<file path="src/rtl/mac_pkg.sv">
// mac_pkg -- shared definitions for the MAC array sequencer.
//   DATA_WIDTH_DEF : default MAC operand width
//   DIM_DEF        : default array dimension (rows, vector length)
//   state_t        : sequencer state encoding
package mac_pkg;
  localparam int DATA_WIDTH_DEF = 8;
  localparam int DIM_DEF        = 8;

  typedef enum logic [2:0] {
    IDLE    = 3'd0,
    CLEAR   = 3'd1,
    RUN     = 3'd2,
    DRAIN   = 3'd3,
    READOUT = 3'd4
  } state_t;
endpackage

</file>
<file path="src/rtl/mac_perf_cnt.sv">
// mac_perf_cnt -- saturating 16-bit stall counter.
//   clk, rst_n : clock, async active-low reset
//   clr        : synchronous clear (new job accepted), wins over inc
//   inc        : count one stall cycle
//   cnt        : current count, sticks at 16'hFFFF
module mac_perf_cnt (
  input  logic        clk,
  input  logic        rst_n,
  input  logic        clr,
  input  logic        inc,
  output logic [15:0] cnt
);
  always_ff @(posedge clk or negedge rst_n) begin
    if (!rst_n)                        cnt <= '0;
    else if (clr)                      cnt <= '0;
    else if (inc && cnt != 16'hFFFF)   cnt <= cnt + 16'd1;
  end
endmodule

</file>
<file path="src/rtl/mac_seq_ctrl.sv">
// mac_seq_ctrl -- systolic-style sequencer for a DIM-row MAC array.
// Feeds row r from its A FIFO during steps r..r+DIM-1 and the shared B
// FIFO during steps 0..DIM-1; any missing operand stalls the whole step.
// Optional build macro: MAC_SEQ_PERF_EN enables the stall counter.
//   clk, rst_n     : clock, async active-low reset
//   start          : job request (IDLE only)
//   a_empty/b_empty: FIFO empty flags
//   a_rden/b_rden  : FIFO read strobes
//   mac_clr/mac_en : MAC array clear and per-row enables
//   busy, done     : job status
//   res_valid/row  : result row readout
//   perf_stall_cnt : stall cycles in current job (0 if perf disabled)
module mac_seq_ctrl
  import mac_pkg::*;
#(
  parameter int DATA_WIDTH = DATA_WIDTH_DEF,
  parameter int DIM        = DIM_DEF
) (
  input  logic                   clk,
  input  logic                   rst_n,
  input  logic                   start,
  input  logic [DIM-1:0]         a_empty,
  input  logic                   b_empty,
  output logic [DIM-1:0]         a_rden,
  output logic                   b_rden,
  output logic                   mac_clr,
  output logic [DIM-1:0]         mac_en,
  output logic                   busy,
  output logic                   done,
  output logic                   res_valid,
  output logic [$clog2(DIM)-1:0] res_row,
  output logic [15:0]            perf_stall_cnt
);
  localparam int SW = $clog2(2*DIM);
  localparam int RW = $clog2(DIM);
  localparam logic [SW-1:0] S_LAST   = SW'(2*DIM-2);
  localparam logic [SW-1:0] S_BEND   = SW'(DIM);
  localparam logic [RW-1:0] ROW_LAST = RW'(DIM-1);

  // Operand width only matters to the array itself.
  logic dw_unused;
  assign dw_unused = (DATA_WIDTH > 0);

  state_t          state, state_nxt;
  logic [SW-1:0]   s;
  logic [DIM-1:0]  active;
  logic            b_phase, ready, step;

  // Row r consumes operands on the diagonal window r <= s < r+DIM.
  always_comb begin
    active = '0;
    for (int r = 0; r < DIM; r++)
      active[r] = (s >= SW'(r)) && ({1'b0, s} < (SW+1)'(r + DIM));
  end

  assign b_phase = (s < S_BEND);
  // All-or-nothing: one empty operand among the active set stalls every read.
  assign ready   = ((a_empty & active) == '0) && !(b_phase && b_empty);
  assign step    = (state == RUN) && ready;

  assign a_rden    = step ? active : '0;
  assign b_rden    = step && b_phase;
  assign busy      = (state != IDLE);
  assign mac_clr   = (state == CLEAR);
  assign res_valid = (state == READOUT);

  always_comb begin
    state_nxt = state;
    case (state)
      IDLE:    if (start) state_nxt = CLEAR;
      CLEAR:   state_nxt = RUN;
      RUN:     if (step && s == S_LAST) state_nxt = DRAIN;
      DRAIN:   state_nxt = READOUT;
      READOUT: if (res_row == ROW_LAST) state_nxt = IDLE;
      default: state_nxt = IDLE;
    endcase
  end

  always_ff @(posedge clk or negedge rst_n) begin
    if (!rst_n) begin
      state   <= IDLE;
      s       <= '0;
      res_row <= '0;
      mac_en  <= '0;
      done    <= 1'b0;
    end else begin
      state   <= state_nxt;
      s       <= (state == RUN) ? (step ? s + SW'(1) : s) : '0;
      res_row <= (state == READOUT && res_row != ROW_LAST) ? res_row + RW'(1) : '0;
      // FIFO data arrives one cycle after the read strobe.
      mac_en  <= a_rden;
      done    <= (state == READOUT) && (res_row == ROW_LAST);
    end
  end

`ifdef MAC_SEQ_PERF_EN
  logic perf_clr, perf_inc;
  assign perf_clr = (state == IDLE) && start;
  assign perf_inc = (state == RUN) && !ready;

  mac_perf_cnt u_perf (
    .clk   (clk),
    .rst_n (rst_n),
    .clr   (perf_clr),
    .inc   (perf_inc),
    .cnt   (perf_stall_cnt)
  );
`else
  assign perf_stall_cnt = '0;
`endif
endmodule

</file>
<file path="config.mk">
export PLATFORM = sky130hd
export DESIGN_NAME = mac_seq_ctrl
export DESIGN_NICKNAME = d
export VERILOG_FILES = /design/src/rtl/mac_pkg.sv /design/src/rtl/mac_perf_cnt.sv /design/src/rtl/mac_seq_ctrl.sv
export SDC_FILE = /design/constraint.sdc
export NUM_CORES = 1
export LEC_CHECK = 0
export CAP_MARGIN = 20
export CORE_UTILIZATION = 45
export DETAILED_ROUTE_END_ITERATION = 6
export GPL_ROUTABILITY_DRIVEN = 0
export PLACE_DENSITY_LB_ADDON = 0.05
export SYNTH_ARGS = -nofsm -noshare
export SYNTH_HDL_FRONTEND = slang
export SYNTH_SLANG_ARGS = --single-unit
</file>
<file path="constraint.sdc">
create_clock -name clk -period 6.7 [get_ports clk]
set_clock_uncertainty 0.2 [all_clocks]
set_input_delay 0.67 -clock clk [delete_from_list [all_inputs] [get_ports clk]]
set_output_delay 0.67 -clock clk [all_outputs]
set_load 0.05 [all_outputs]
</file>
==> metrics.yaml, run 1 <==
synth:
  synth-seq-area-share: 0.389
  syn_avg_cell_area_um2: 9.87
  synthTopCellsByArea: "dfrtp_1 (39%), buf_4 (10%), ha_1 (10%)"
  yosysTopAreaCell: "dfrtp_1"
  ys_types: 38
  netlist_instances: 124
  yosys_most_used_dff: "dfrtp_1"
  synthTopCellsByCount: "dfrtp_1 (19), buf_4 (17), inv_1 (11), ha_1 (10), nand2_1 (10)"
  yosysMostFrequentCell: "dfrtp_1"
  ys_warn_count: 0
  synthArstFlopShare: 1.00
  syn_area_mm2: 0.00122
  synth_edf_count: 0
  ys_ff_latch: 19
  synth_top_area_frac: 0.389
layout:
  fin_nets: 181
  fillers: 231
  antenna_cells: 0
  drive_gt1_frac: 0.0696
  fin_util: 0.614
  multiInputGateArea_um2: 617
  seqCellArea_um2: 475
  areaGrowthSynthToFinish_pct: 26.5
run_status:
  run_status: "finished clean"
power:
  irDropWorstVdd_mv: 0.211
  total_power_uw: 353
  p_per_area_mw_per_mm2: 228
  leakage_uw: 0.000740
critical_path:
  path_class: "reg2out"
  r2r_start: "s[3]"
  start_kind: "register"
  rr_endpoint: "mac_en[5]"
  endpoint_kind: "output pin"
  critPathLaunch: "s[3]"
  cp.arrival_ns: 3.49
  reg2reg_slack_ns: 4.06
  crit_fanout: 12
  crit_required_ns: 5.83
  critical_path.endpoint: "a_rden[5]"
  r2r_cells: 7
die:
  core_area_mm2: 0.00252
  die_y_um: 54.1
  die_area_mm2: 0.00293
  io_pins: 52
  start_util: 0.485
  rows: 18
  die_w_um: 54.1
global_routing:
  grt_pass1_vias: 831
  grt_pass1_wl_mm: 3.71
  grt_max_degree: 20
  grt-ovfl-total: 0
  antenna_found_initial: 0
  grtUsageTotal: 0.180
clock_network:
  clkSinkCount: 19
  ctsResizeCount: 0
  cts_tree: "yes"
  cts_buffer_depth: 2
  clk_pin_slew_ns: 0.10
  cts_buffers: 3
  htree_levels: 1
  cts_setup_buffers: 0
  hold_buffers: 0
  clockRootBuffer: "clkbuf_4"
  clock_latency_ns: 0.29
timing:
  drv_slew: 0
  setup_violations: 0
  worst_slew_pin_slew_ns: 0.846
  max-slew-margin-rel: 0.434
  rsz0062_at_grt: "false"
  tns_ns: 0
  period_share: 0.651
  max_freq_ghz: 0.229
  hold_viol: 0
  min_period_ns: 4.36
routing:
  firstDrtPassIters: 4
  drtIter0Drc: 15
  viasPerCell: 4.83
  wl_per_cell_um: 12.5
  routed-via-count: 908
  antenna_left: 0
  drt_wl_total_mm: 2.35
  drc_errors: 0
placed_design:
  port_buffers: 35
  dp.final_hpwl_mm: 1.89
min_path:
  holdCritPathClass: "reg2reg"
flow_run:
  maxCapViolations: 0
per-stage QoR:
stage / hold slack, ns / std cells / cell area (µm²) / setup WS, ns
after floorplan: 0.174 / 139 / 1280 / 2.97
after global placement: 0.258 / 184 / 1520 / 2.76
after detailed placement: 0.279 / 184 / 1520 / 2.66
after CTS: 0.294 / 188 / 1550 / 2.32
after global routing: 0.309 / 188 / 1550 / 2.08
final: 0.284 / 188 / 1550 / 2.34
worst min-delay path by stage:
| stage | startpoint | to | slack (ns) | depth (start not counted) |
|---|---|---|---|---|
| after global routing | res_row[0] | res_row[0] | 0.31 | 1 |
| after CTS | res_row[0] | res_row[0] | 0.29 | 1 |
| after detailed placement | res_row[0] | res_row[0] | 0.28 | 1 |
| final | res_row[0] | res_row[0] | 0.28 | 1 |
| after floorplan | rst_n | done | 0.17 | 0 |
| after global placement | res_row[0] | res_row[0] | 0.26 | 1 |
cell type report:
class,count,area share
multi-input combinational,89,0.399
sequential,19,0.307
inverter,11,0.0267
timing repair buffer,35,0.226
clock buffer,4,0.0170
tap,30,0.0243
routing by layer:
layer	up-vias	part of all wire	GRT usage
met5	-	0	0
met4	0	0.0043	0.0385
met3	2	0.079	0.0650
met2	37	0.47	0.289
met1	416	0.45	0.229
li1	453	-	-
registers in the layout, summed over array words and instances (netlist names):
register,count
done,1
res_row,3
state,3
s,4
mac_en,8
critical path: stages, from the launching register on:
cell	delay, ns
dfrtp_1	0.58
inv_1	0.14
ha_1	0.23
or2_1	0.24
o221a_4	0.24
a221oi_4	0.48
nand3_4	0.20
nor3b_2	0.25
clkdlybuf4s50_1	0.84
cells in the final DEF (no fill, tap or decap):
| master | Yosys | layout |
|---|---|---|
| conb_1 | 1 | 16 |
| a211o_1 | 2 | 2 |
| nor3_1 | 2 | 2 |
| nor3b_2 | 2 | 2 |
| or3_1 | 1 | 1 |
| clkdlybuf4s50_1 | 0 | 35 |
| o221a_4 | 1 | 1 |
| clkbuf_1 | 1 | 1 |
| ha_1 | 10 | 10 |
| nand3b_1 | 2 | 2 |
| or2_1 | 1 | 1 |
| o311ai_1 | 1 | 1 |
| dfrtp_1 | 19 | 19 |
| mux2i_1 | 1 | 1 |
| a221oi_4 | 1 | 1 |
| o21bai_1 | 1 | 1 |
| and2_1 | 3 | 3 |
| a31o_2 | 1 | 1 |
| nand2_1 | 10 | 10 |
| o22ai_1 | 1 | 1 |
| mux2_2 | 1 | 1 |
| nand2b_1 | 3 | 3 |
| nand4_1 | 4 | 4 |
| nor3_2 | 1 | 1 |
| o2111ai_1 | 1 | 1 |
| nor2b_1 | 2 | 2 |
| inv_1 | 11 | 11 |
| clkbuf_4 | 0 | 3 |
| a311oi_1 | 1 | 1 |
| nand3_1 | 2 | 2 |
| and3_1 | 2 | 2 |
| o21ai_0 | 1 | 1 |
| a21o_1 | 1 | 1 |
| nor2_1 | 8 | 8 |
| nand3_4 | 1 | 1 |
| nor3b_1 | 2 | 2 |
| a21oi_1 | 3 | 3 |
power breakdown:
| part | internal [µW] | switching, µW | leakage (µW) | total [µW] |
|---|---|---|---|---|
| clock network | 23.2 | 33.0 | 0.0000150 | 56.2 |
| logic | 48.0 | 112 | 0.000463 | 160 |
| registers | 126 | 11.8 | 0.000262 | 138 |
cells by family after synthesis:
group	Yosys count	synth area share
adders and majority gates	10	0.102
other	1	0.00306
buffers and inverters	31	0.153
AOI/OAI and AO/OA	15	0.115
DFF	19	0.389
and+or+nand+nor	46	0.221
muxes	2	0.0174
Note: power is estimated with default switching activity, not from simulation.
==> run 2, diff against run 1 <==
CORE_UTILIZATION = 42   (was 45)
clock period = 4.43 ns   (was 6.7 ns; I/O delays follow)
==> run 2 against run 1 <==
Utilization shrank 5.1 points. Worst setup slack got worse by 2.1 ns. Non-clock buffer count unchanged. Flip-flop and latch count unchanged. Critical path depth did not move. Critical path type unchanged. Critical endpoint is now a_rden[2]. Highest routed layer unchanged.
==> metrics.yaml, run 2 (synthesis gave the netlist of run 1 again) <==
clock_network:
  clkSinkCount: 19  # unchanged
  clockRootBuffer: "clkbuf_4"
  clk_pin_slew_ns: 0.11  # about the same
  ctsResizeCount: 0  # unchanged
  htree_levels: 1  # unchanged
  hold_buffers: 0  # unchanged
  cts_setup_buffers: 0  # unchanged
  cts_tree: "yes"
  clock_latency_ns: 0.30  # about the same
  cts_buffer_depth: 2  # unchanged
  cts_buffers: 3  # unchanged
global_routing:
  grt_max_degree: 20  # unchanged
  grt_pass1_vias: 847  # +1.9%
  grt-ovfl-total: 0  # unchanged
  grt_pass1_wl_mm: 4.02  # +8.2%
  grtUsageTotal: 0.167  # -0.0131
  antenna_found_initial: 0  # unchanged
timing:
  max_freq_ghz: 0.240
  max-slew-margin-rel: 0.424  # -0.00992
  period_share: 0.941
  min_period_ns: 4.17
  whs_ns: 0.276  # -0.00762 ns
  drv_slew: 0  # unchanged
  tns_ns: 0  # unchanged
  setup_violations: 0  # unchanged
  rsz0062_at_grt: "false"
  worst_slack_ns: 0.259  # -2.08 ns
  hold_viol: 0  # unchanged
  worst_slew_pin_slew_ns: 0.861  # +0.0148 ns
critical_path:
  cp.arrival_ns: 3.53  # +0.04 ns
  crit_chain: "inv_1, ha_1, or2_1, o221a_4, a221oi_4, nand3_4, nor3b_2, clkdlybuf4s50_1"
  crit_fanout: 12  # unchanged
  crit_buf_inv: 2  # unchanged
  endpoint_kind: "output pin"
  path_class: "reg2out"
  cp_top_family: "buffers and inverters"
  crit_required_ns: 3.79  # -2.04 ns
  slowest_stage: "clkdlybuf4s50_1"
  max_stage_delay_ns: 0.84  # about the same
  start_kind: "register"
power:
  irDropWorstVdd_mv: 0.322  # +53%
  leakage_uw: 0.000743  # +0.37%
  p_per_area_mw_per_mm2: 349  # +53%
run_status:
  run_status: "finished clean"
layout:
  final_common_cell: "clkdlybuf4s50_1"
  antenna_cells: 0  # unchanged
  fin_util: 0.562  # -0.0514
  largest_register_ffs: 8  # unchanged
  layout_common_cells: "clkdlybuf4s50_1 (35), dfrtp_1 (19), conb_1 (16)"
  reg.largest.list: "mac_en x8, s x4"
  fillers: 258  # +12%
  fin_area_mm2: 0.00155  # +0.16%
  drive_gt1_frac: 0.0759  # +0.00633
  fin_nets: 181  # unchanged
  regMostFlops: "mac_en"
  areaGrowthSynthToFinish_pct: 26.7
die:
  io_pins: 52  # unchanged
  die_w_um: 56.0  # +3.4%
  start_util: 0.444  # -0.0414
  rows: 19  # +1
  die_area_mm2: 0.00313  # +6.9%
  core_area_mm2: 0.00276  # +9.3%
  die_y_um: 56.0  # +3.4%
flow_run:
  maxCapViolations: 0  # unchanged
routing:
  viasPerCell: 4.83  # about the same
  antenna_left: 0  # unchanged
  maxUsedRoutingLayer: "met4"
  drc_errors: 0  # unchanged
  drtIter0Drc: 29  # +14
  routed-via-count: 913  # +0.55%
  drt_wl_total_mm: 2.44  # +4.1%
  firstDrtPassIters: 4  # unchanged
  met3WireLength_um: 136  # -27%
  wl_per_cell_um: 12.9  # +3.5%
  dr_wl_met2_mm: 1.07  # -2.1%
  wl_met1_mm: 1.20  # +14%
placed_design:
  port_buffers: 35  # unchanged
  pre_cts_ws_ns: 0.607  # -2.06 ns
  placed_area_mm2: 0.00152  # about the same
  dp.final_hpwl_mm: 1.88  # -0.49%
min_path:
  holdCritPathClass: "reg2reg"
-- run 2: cell count changes in the layout (fill, tap and decap cells not counted), sizes merged --
cell / delta
clkbuf: -1
clkinv: +1
-- run 2: path summary, 6_finish.rpt --
| path | from | end | slack [ns] | cells after the start |
|---|---|---|---|---|
| max | s[3] | a_rden[2] | 0.26 | 8 |
| min | res_row[0] | res_row[0] | 0.28 | 1 |
| min in group asynchronous | rst_n | mac_en[4] | 0.42 | 1 |
| max in group asynchronous | rst_n | s[0] | 3.08 | 1 |
| max reg2reg | s[3] | mac_en[2] | 1.75 | 7 |
| min reg2reg | res_row[0] | res_row[0] | 0.28 | 1 |
-- run 2: area by class of cell --
| type | instances | area (µm²) | share of cell area |
|---|---|---|---|
| multi-input combinational | 89 | 617 | 0.398 |
| sequential | 19 | 475 | 0.307 |
| timing repair buffer | 35 | 350 | 0.226 |
| inverter | 11 | 41.3 | 0.0266 |
| tap | 31 | 38.8 | 0.0250 |
| clock buffer | 3 | 22.5 | 0.0145 |
| clock inverter | 1 | 5.00 | 0.00323 |
-- run 2: routing by layer --
layer	vias up	GRT usage
li1	451	-
met4	0	0.0627
met2	36	0.252
met1	421	0.236
met3	5	0.0326
met5	-	0
-- run 2: power breakdown --
group	internal, µW	switching [µW]	total [µW]
combinational	72.5	170	242
sequential	190	18.2	209
clock	33.7	57.0	90.7
total	297	245	541
-- run 2: metrics by stage --
stage | std cells | total power [µW]
after CTS | 189 | 547
after global routing | 189 | 571
final | 189 | 541
after floorplan | 139 | 398
after detailed placement | 185 | 455
after global placement | 185 | 455
